[src/rtl/mem_stage_if.sv]
// rtl/mem_stage_if.sv - ready/valid data-memory bus between the memory stage and data memory
interface mem_stage_if;
    logic        dmem_req;
    logic        dmem_we;
    logic [31:0] dmem_addr;
    logic [31:0] dmem_wdata;
    logic [3:0]  dmem_be;
    logic        dmem_ready;
    logic [31:0] dmem_rdata;

    modport master (
        output dmem_req, dmem_we, dmem_addr, dmem_wdata, dmem_be,
        input  dmem_ready, dmem_rdata
    );

    modport slave (
        input  dmem_req, dmem_we, dmem_addr, dmem_wdata, dmem_be,
        output dmem_ready, dmem_rdata
    );
endinterface

[src/rtl/mem_stage.sv]
// rtl/mem_stage.sv - RISC-V memory stage: load/store over the dmem bus, stall control, MEM/WB register
module mem_stage #(
    parameter int TIMEOUT = 16
) (
    input  logic        clk,
    input  logic        reset,
    input  logic        RegWriteM,
    input  logic [1:0]  ResultSrcM,
    input  logic        MemWriteM,
    input  logic [2:0]  Funct3M,
    input  logic [31:0] ALUResultM,
    input  logic [31:0] WriteDataM,
    input  logic [4:0]  RdM,
    input  logic [31:0] PCPlus4M,
    output logic        StallM,
    mem_stage_if.master dmem,
    output logic        RegWriteW,
    output logic [1:0]  ResultSrcW,
    output logic [31:0] ALUResultW,
    output logic [31:0] ReadDataW,
    output logic [4:0]  RdW,
    output logic [31:0] PCPlus4W,
    output logic        MisalignW,
    output logic        BusErrW
);
    localparam int CW = (TIMEOUT < 32) ? 5 : $clog2(TIMEOUT + 1);
    localparam logic [0:0] ST_IDLE = 1'b0;
    localparam logic [0:0] ST_BUSY = 1'b1;

    logic [0:0]    state_q, state_d;
    logic [CW-1:0] cnt_q, cnt_d;

    logic        is_load, access, w_byte, w_half, w_word, misalign;
    logic        mem_req, limit_reached, timeout_hit, mis_drop, bubble;
    logic [31:0] shifted, load_data;

    logic        reg_write_q, reg_write_d;
    logic [1:0]  result_src_q, result_src_d;
    logic [31:0] alu_result_q, alu_result_d;
    logic [31:0] read_data_q, read_data_d;
    logic [4:0]  rd_q, rd_d;
    logic [31:0] pc_plus4_q, pc_plus4_d;
    logic        misalign_q, misalign_d;
    logic        bus_err_q, bus_err_d;

    assign is_load  = (ResultSrcM == 2'b01);
    assign access   = MemWriteM | is_load;
    assign w_byte   = (Funct3M[1:0] == 2'b00);
    assign w_half   = (Funct3M[1:0] == 2'b01);
    assign w_word   = Funct3M[1];
    assign misalign = access & ((w_half & ALUResultM[0]) | (w_word & (ALUResultM[1:0] != 2'b00)));

    // The counter only runs in BUSY, so the issue cycle in IDLE is added back here:
    // the total wait from issue to abort is TIMEOUT cycles.
    assign limit_reached = (TIMEOUT != 0) && ((int'(cnt_q) + 2) >= TIMEOUT);
    assign timeout_hit   = (state_q == ST_BUSY) & limit_reached & ~dmem.dmem_ready;

    assign mem_req = ~reset & (((state_q == ST_IDLE) & access & ~misalign) | (state_q == ST_BUSY));
    assign StallM  = mem_req & ~dmem.dmem_ready & ~timeout_hit;

    assign dmem.dmem_req  = mem_req;
    assign dmem.dmem_we   = MemWriteM;
    assign dmem.dmem_addr = {ALUResultM[31:2], 2'b00};

    always_comb begin
        dmem.dmem_be    = 4'b1111;
        dmem.dmem_wdata = WriteDataM;
        if (MemWriteM && w_byte) begin
            dmem.dmem_be    = 4'b0001 << ALUResultM[1:0];
            dmem.dmem_wdata = {4{WriteDataM[7:0]}};
        end else if (MemWriteM && w_half) begin
            dmem.dmem_be    = ALUResultM[1] ? 4'b1100 : 4'b0011;
            dmem.dmem_wdata = {2{WriteDataM[15:0]}};
        end
    end

    // Bring the addressed lane down to bit 0 before extending.
    assign shifted = dmem.dmem_rdata >> {ALUResultM[1:0], 3'b000};

    always_comb begin
        load_data = dmem.dmem_rdata;
        if (w_byte) begin
            load_data = {{24{~Funct3M[2] & shifted[7]}}, shifted[7:0]};
        end else if (w_half) begin
            load_data = {{16{~Funct3M[2] & shifted[15]}}, shifted[15:0]};
        end
    end

    always_comb begin
        state_d = state_q;
        cnt_d   = cnt_q;
        if (state_q == ST_IDLE) begin
            if (mem_req && !dmem.dmem_ready) begin
                state_d = ST_BUSY;
                cnt_d   = '0;
            end
        end else begin
            cnt_d = cnt_q + 1'b1;
            if (dmem.dmem_ready || timeout_hit) begin
                state_d = ST_IDLE;
            end
        end
    end

    assign mis_drop = access & misalign;
    assign bubble   = StallM | mis_drop | timeout_hit;

    always_comb begin
        reg_write_d  = RegWriteM;
        result_src_d = ResultSrcM;
        alu_result_d = ALUResultM;
        read_data_d  = is_load ? load_data : 32'd0;
        rd_d         = RdM;
        pc_plus4_d   = PCPlus4M;
        misalign_d   = mis_drop;
        bus_err_d    = timeout_hit;
        if (bubble) begin
            reg_write_d  = 1'b0;
            result_src_d = 2'b00;
            alu_result_d = 32'd0;
            read_data_d  = 32'd0;
            rd_d         = 5'd0;
            pc_plus4_d   = 32'd0;
        end
    end

    always_ff @(posedge clk) begin
        if (reset) begin
            state_q      <= ST_IDLE;
            cnt_q        <= '0;
            reg_write_q  <= 1'b0;
            result_src_q <= 2'b00;
            alu_result_q <= 32'd0;
            read_data_q  <= 32'd0;
            rd_q         <= 5'd0;
            pc_plus4_q   <= 32'd0;
            misalign_q   <= 1'b0;
            bus_err_q    <= 1'b0;
        end else begin
            state_q      <= state_d;
            cnt_q        <= cnt_d;
            reg_write_q  <= reg_write_d;
            result_src_q <= result_src_d;
            alu_result_q <= alu_result_d;
            read_data_q  <= read_data_d;
            rd_q         <= rd_d;
            pc_plus4_q   <= pc_plus4_d;
            misalign_q   <= misalign_d;
            bus_err_q    <= bus_err_d;
        end
    end

    assign RegWriteW  = reg_write_q;
    assign ResultSrcW = result_src_q;
    assign ALUResultW = alu_result_q;
    assign ReadDataW  = read_data_q;
    assign RdW        = rd_q;
    assign PCPlus4W   = pc_plus4_q;
    assign MisalignW  = misalign_q;
    assign BusErrW    = bus_err_q;
endmodule
[src/flat_wrapper.sv]
// flat-port wrapper written by rule: the top's interface ports become plain ports
module mem_stage_flat 
#(
    parameter int TIMEOUT = 16
)
  (clk, reset, RegWriteM, ResultSrcM, MemWriteM, Funct3M, ALUResultM, WriteDataM, RdM, PCPlus4M, StallM, RegWriteW, ResultSrcW, ALUResultW, ReadDataW, RdW, PCPlus4W, MisalignW, BusErrW, dmem_dmem_req, dmem_dmem_we, dmem_dmem_addr, dmem_dmem_wdata, dmem_dmem_be, dmem_dmem_ready, dmem_dmem_rdata);
  mem_stage_if dmem_i ();
  input  logic clk;
  input  logic reset;
  input  logic RegWriteM;
  input  logic [1:0] ResultSrcM;
  input  logic MemWriteM;
  input  logic [2:0] Funct3M;
  input  logic [31:0] ALUResultM;
  input  logic [31:0] WriteDataM;
  input  logic [4:0] RdM;
  input  logic [31:0] PCPlus4M;
  output logic StallM;
  output logic RegWriteW;
  output logic [1:0] ResultSrcW;
  output logic [31:0] ALUResultW;
  output logic [31:0] ReadDataW;
  output logic [4:0] RdW;
  output logic [31:0] PCPlus4W;
  output logic MisalignW;
  output logic BusErrW;
  output wire logic [$bits(dmem_i.dmem_req)-1:0] dmem_dmem_req;
  output wire logic [$bits(dmem_i.dmem_we)-1:0] dmem_dmem_we;
  output wire logic [$bits(dmem_i.dmem_addr)-1:0] dmem_dmem_addr;
  output wire logic [$bits(dmem_i.dmem_wdata)-1:0] dmem_dmem_wdata;
  output wire logic [$bits(dmem_i.dmem_be)-1:0] dmem_dmem_be;
  input wire logic [$bits(dmem_i.dmem_ready)-1:0] dmem_dmem_ready;
  input wire logic [$bits(dmem_i.dmem_rdata)-1:0] dmem_dmem_rdata;
  assign dmem_dmem_req = dmem_i.dmem_req;
  assign dmem_dmem_we = dmem_i.dmem_we;
  assign dmem_dmem_addr = dmem_i.dmem_addr;
  assign dmem_dmem_wdata = dmem_i.dmem_wdata;
  assign dmem_dmem_be = dmem_i.dmem_be;
  assign dmem_i.dmem_ready = dmem_dmem_ready;
  assign dmem_i.dmem_rdata = dmem_dmem_rdata;
  mem_stage #(.TIMEOUT(TIMEOUT)) u_core (.clk(clk), .reset(reset), .RegWriteM(RegWriteM), .ResultSrcM(ResultSrcM), .MemWriteM(MemWriteM), .Funct3M(Funct3M), .ALUResultM(ALUResultM), .WriteDataM(WriteDataM), .RdM(RdM), .PCPlus4M(PCPlus4M), .StallM(StallM), .dmem(dmem_i), .RegWriteW(RegWriteW), .ResultSrcW(ResultSrcW), .ALUResultW(ALUResultW), .ReadDataW(ReadDataW), .RdW(RdW), .PCPlus4W(PCPlus4W), .MisalignW(MisalignW), .BusErrW(BusErrW));
endmodule
[config.mk]
export PLATFORM = sky130hd
export DESIGN_NAME = mem_stage_flat
export DESIGN_NICKNAME = d
export VERILOG_FILES = /design/src/rtl/mem_stage_if.sv /design/src/rtl/mem_stage.sv /design/src/flat_wrapper.sv
export SDC_FILE = /design/constraint.sdc
export NUM_CORES = 1
export LEC_CHECK = 0
export CAP_MARGIN = 20
export CORE_AREA = 2 2 124 126
export DETAILED_ROUTE_END_ITERATION = 16
export DIE_AREA = 0 0 126 128
export HOLD_SLACK_MARGIN = 0.15
export PLACE_DENSITY_LB_ADDON = 0.12
export SYNTH_ARGS = -nofsm -noshare
export SYNTH_HDL_FRONTEND = slang
export SYNTH_SLANG_ARGS = --single-unit
export TNS_END_PERCENT = 1
[constraint.sdc]
create_clock -name clk -period 2.1 [get_ports clk]
set_clock_uncertainty 0.2 [all_clocks]
set_input_delay 0.21 -clock clk [delete_from_list [all_inputs] [get_ports clk]]
set_output_delay 0.21 -clock clk [all_outputs]
set_load 0.1 [all_outputs]
# Word-level counts from Yosys, hierarchy flattened
# Cells that the tools add are included.
# op_classes
n_shift	2
n_addsub	2
reduce_logical	10
n_eq_ne	2
n_lt_le_gt_ge	1
n_mux	12
n_bitwise	25
# ops
operator	n
$mux 32	4
$ge 32x6->1 const B	1
$shr 32x5->16	1
$and 1x1->1	13
$mux 4	3
$mux 5	2
$not 1->1	7
$add 5x2->6 const B	1
$add 5x1->5 const B	1
$or 1x1->1	5
$eq 2x1->1 const B	2
$reduce_bool 2->1	2
$shl 1x2->4 const A	1
$logic_and 1x1->1	3
$mux 1	3
$reduce_or 3->1	1
$logic_not 2->1	1
$reduce_or 2->1	1
$logic_not 1->1	1
$logic_or 1x1->1	1
# word_totals
input_bits	143
reg_bits	112
word_cells	64

# Logic depth before layout (Yosys ltp)
# logic_depth
word_depth	13
depth_mapped	7
mapped_depth_nobuf	4

# Worst setup path after synthesis
# OpenSTA, ideal clock, no wires.
# synth_path
path_type	input port to output port
start	input port Funct3M[1]
end	output port dmem_dmem_wdata[27]
setup_slack_ps	-1281
required_time_ps	1690
stages	5
arrival_ps	2971
cell_sequence	buf_2 -> clkinv_1 -> nand2_1 -> clkbuf_1 -> o21ai_0
# synth_between
elab_chain_len	4
word_cells_on_any_way	6
classes_between	1 x eq/ne; 2 x mux; 3 x reduce/logical
# synth_rtl
element	line_no	source
from (decl)	flat_wrapper.sv:13	input logic [2:0] Funct3M;
$eq 2x1->1	mem_stage.sv:49	assign w_half = (Funct3M[1:0] == 2'b01);
$logic_and 1x1->1	mem_stage.sv:71	end else if (MemWriteM && w_half) begin
$mux 32	mem_stage.sv:71	
$mux 32 *	mem_stage.sv:68	if (MemWriteM && w_byte) begin
to (decl)	flat_wrapper.sv:30	output wire logic [$bits(dmem_i.dmem_wdata)-1:0] dmem_dmem_wdata;
# Mark *: on every way between the ends. The rest lies on a longest branch, timed or not.

# Worst setup path after layout
# layout_path
start	input port ResultSrcM[1]
end	output port StallM
# layout_between
elab_chain_len	9
word_cells_on_any_way	10
classes_between	1 x eq/ne; 9 x bitwise
# layout_rtl
element	line_no	source
from (decl)	flat_wrapper.sv:11	input logic [1:0] ResultSrcM;
$eq 2x1->1 *	mem_stage.sv:46	assign is_load = (ResultSrcM == 2'b01);
$or 1x1->1 *	mem_stage.sv:47	assign access = MemWriteM | is_load;
$and 1x1->1	mem_stage.sv:51	assign misalign = access & ((w_half & ALUResultM[0]) | (w_word & (ALUResultM[1:0] != 2'b00)));
$not 1->1	mem_stage.sv:58	assign mem_req = ~reset & (((state_q == ST_IDLE) & access & ~misalign) | (state_q == ST_BUSY));
$and 1x1->1 *	mem_stage.sv:58	
$or 1x1->1 *	mem_stage.sv:58	
$and 1x1->1 *	mem_stage.sv:58	
$and 1x1->1 * (2 in a row)	mem_stage.sv:59	assign StallM = mem_req & ~dmem.dmem_ready & ~timeout_hit;
to (decl)	flat_wrapper.sv:18	output logic StallM;
# Marks and branches as above.

==> results.txt <==
FF-to-FF Start - u_core.state_q$_SDFF_PP0_
design area - 8650 um^2
share of layout cells above drive strength 1 - 35.1%
hold path start - ALUResultM[0]
Largest delay share family, worst path - buffers and inverters
ys async rst share - 0%
Tightest Hold Check Type - in -> reg
post-synthesis register bit count - 112
power per cell area - 723 nW/um^2
synthesized area - 4550 um^2
cell breakdown of the critical path - clkdlybuf4s50_1 > nor2b_4 > nor2_2 > o31a_1 > nor3_4 > buf_12
slowest CP cell - clkdlybuf4s50_1
CTS root buf - clkbuf_16
Post-Synth XOR/XNOR Area - 0.385%
Core Util, Final - 58.2%
fin crit share - 96.6%
worst-skew pair later-pin latency - 0.34 ns
clk slew on worst S/H paths - 0.06 ns
CTS Sinks - 112
adder-cell share of the synthesized area - 0.275%
TritonCTS clock tree - done
unrepaired setup endpoints after global routing - no
WP data arrival - 1.62 ns
dpl cells - 930
most frequent cells in the layout - 136 x clkdlybuf4s50_1, 133 x buf_4, 111 x dfxtp_1
Mapped Cells - 461
DIE HEIGHT - 128 um
drt total wl - 15.2 mm
Pwr Total - 0.00626 W
first-pass GRT wire length - 23.0 mm
Worst Path Required - 1.69 ns
Ports - 320
Avg WL per Cell - 16.0 um
row cnt - 45
global route overflow - 0
Crit. Startpoint - ResultSrcM[1]
Syn Area/Cell - 9.87 um^2
dpl hpwl - 12.3 mm
largest net degree at the start of global routing - 44
TritonCTS Buffers - 9
CP max FO - 3
mux share of post-synthesis cell area - 8.75%
drt pass-1 iters - 6
main combinational cell family by area after synthesis - simple AND/OR/NAND/NOR gates
post-synthesis compound-gate area fraction - 12.2%
dpl ws - -0.275 ns
Finish-stage setup viols - 0
placed cell area - 8280 um^2
initial antenna violation count - 1
Yosys warning count - 0
startpoint types - input port
vias in the first global route - 4,335
commonest non-fill, non-tap cell in the layout - clkdlybuf4s50_1
status - finished clean
crit path kind - in -> out
post-route setup slack - 0.0712 ns
H-tree Lvls - 3
vias per cell - 4.45
Clock Tree Buf Depth - 2
CP bufs+invs - 2
Primary FF master, synth - dfxtp_1
Finished Layout Cells - 950
Synth-to-Final Area Change - 90.2%
Final Hold Violating Endpoints - 0
final slew viol count - 0
nets@finish - 901
Static Leakage - 4.01 nW
fillers - 1,292
Initial Util - 30.6%
Worst setup EP type - primary output
GPL Wtd Cong - 0.849
Via Count - 4,223
Final ANT Viol Nets - 0
fmax - 493 MHz
Die Area - 16,100 um^2
core area - 14,900 um^2
fin crit period - 2.03 ns
Die Span X - 126 um
number of synthesized flops with an enable pin - 0
maximum VDD drop - 0.359 mV
CP peak stage delay - 0.46 ns
Post-route DRC - 0
Total GRT Usage - 18.1%
Max Cap Viol - 0
DRT iter0 DRCs - 126
Port Buffers - 317
post-synthesis sequential area ratio - 49.3%
Synth Area in Simple Gates - 18.5%
Synth cell types - 44
==> metal layers <==
| layer | up-vias | GRT usage, % | wire length [um] | part of all wire (%) |
|---|---|---|---|---|
| met5 | - | 0 | 0 | 0 |
| met2 | 204 | 32.2 | 7610 | 50 |
| met3 | 18 | 7.43 | 1570 | 10 |
| met4 | 0 | 6.01 | 296 | 2.0 |
| met1 | 1899 | 19.7 | 5690 | 38 |
| li1 | 2102 | - | - | - |
==> power breakdown <==
group / total (W) / switching, W / internal [W] / leakage [nW]
combinational: 0.00245 / 0.00161 / 0.000841 / 2.96
sequential: 0.00223 / 0.0000273 / 0.00221 / 0.914
clock: 0.00158 / 0.000747 / 0.000829 / 0.135
==> timing repair <==
| item | in CTS | in global routing |
|---|---|---|
| setup buffers | 0 | 3 |
| setup endpoints to repair | 17 | 4 |
| hold endpoints to repair | 0 | 1 |
| gates cloned | 0 | 0 |
| hold buffers | 0 | 1 |
| resized for setup | 10 | 9 |
| pin swaps | 1 | 2 |
==> Yosys cell counts, drive strengths merged, types with 3 or more instances <==
| cell | instances | share of area [%] |
|---|---|---|
| dfxtp | 112 | 49 |
| and2 | 73 | 10 |
| buf | 53 | 8.4 |
| nand2 | 40 | 3.3 |
| nor2 | 21 | 1.7 |
| mux2i | 18 | 4.0 |
| a21o | 16 | 2.6 |
| clkbuf | 16 | 1.3 |
| mux2 | 15 | 3.7 |
| o21ai | 15 | 1.7 |
| a22o | 10 | 1.9 |
| a22oi | 10 | 1.7 |
| inv | 8 | 0.66 |
| nor2b | 8 | 1.1 |
| a21oi | 6 | 0.74 |
| a221oi | 6 | 1.2 |
| nor3 | 6 | 0.66 |
| a31o | 3 | 0.58 |
==> stage by stage <==
step                 TNS, ns  hold WS, ns
global placement      -10.29        0.299
detailed placement    -12.90        0.317
floorplan              -3.88       0.0867
CTS                 -0.00598        0.199
finish                     0        0.206
global route               0        0.207
==> state kept, by name (all words and copies together), names as in the netlist <==
name	cells
u_core.state_q	1
u_core.ReadDataW	32
u_core.PCPlus4W	32
u_core.cnt_q	5
u_core.RdW	5
u_core.ALUResultW	32
u_core.BusErrW	1
u_core.ResultSrcW	2
u_core.MisalignW	1
u_core.RegWriteW	1
==> final timing paths <==
check	endpoint	slack [ns]	depth (start not counted)
worst max-delay path	StallM	0.07	6
worst min-delay path	u_core.ALUResultW[0]$_SDFF_PP0_	0.21	4
worst max register to register	u_core.ReadDataW[9]$_SDFF_PP0_	0.54	4
worst min register to register	u_core.cnt_q[4]$_SDFFE_PP0P_	0.35	1
==> final cells by class <==
class                      instances  area [um^2]  share of cell area (%)
multi-input combinational        272         1910                    22.1
timing repair buffer             353         3960                    45.8
antenna                            1         2.50                  0.0289
clock buffer                      10          239                    2.76
inverter                           9         33.8                   0.390
sequential                       112         2240                    25.9
tap                              188          235                    2.72
clock inverter                     5         31.3                   0.362
==> worst reg2reg max path, delay by kind of cell (launching register included) <==
kind                   cells  cell delay [ns]
DFF                        1             0.38
buffers and inverters      1             0.18
AOI/OAI and AO/OA          1             0.28
and+or+nand+nor            2             0.44
==> kinds of logic after synthesis <==
family                   after synthesis
multiplexers                          35
AND/OR/NAND/NOR                      157
other                                  1
flip-flops                           112
AO/OA/AOI/OAI                         75
adder cells (fa/ha/maj)                1
buffers and inverters                 78
XOR/XNOR                               2
No activity file was read; power rests on OpenSTA's default activity.
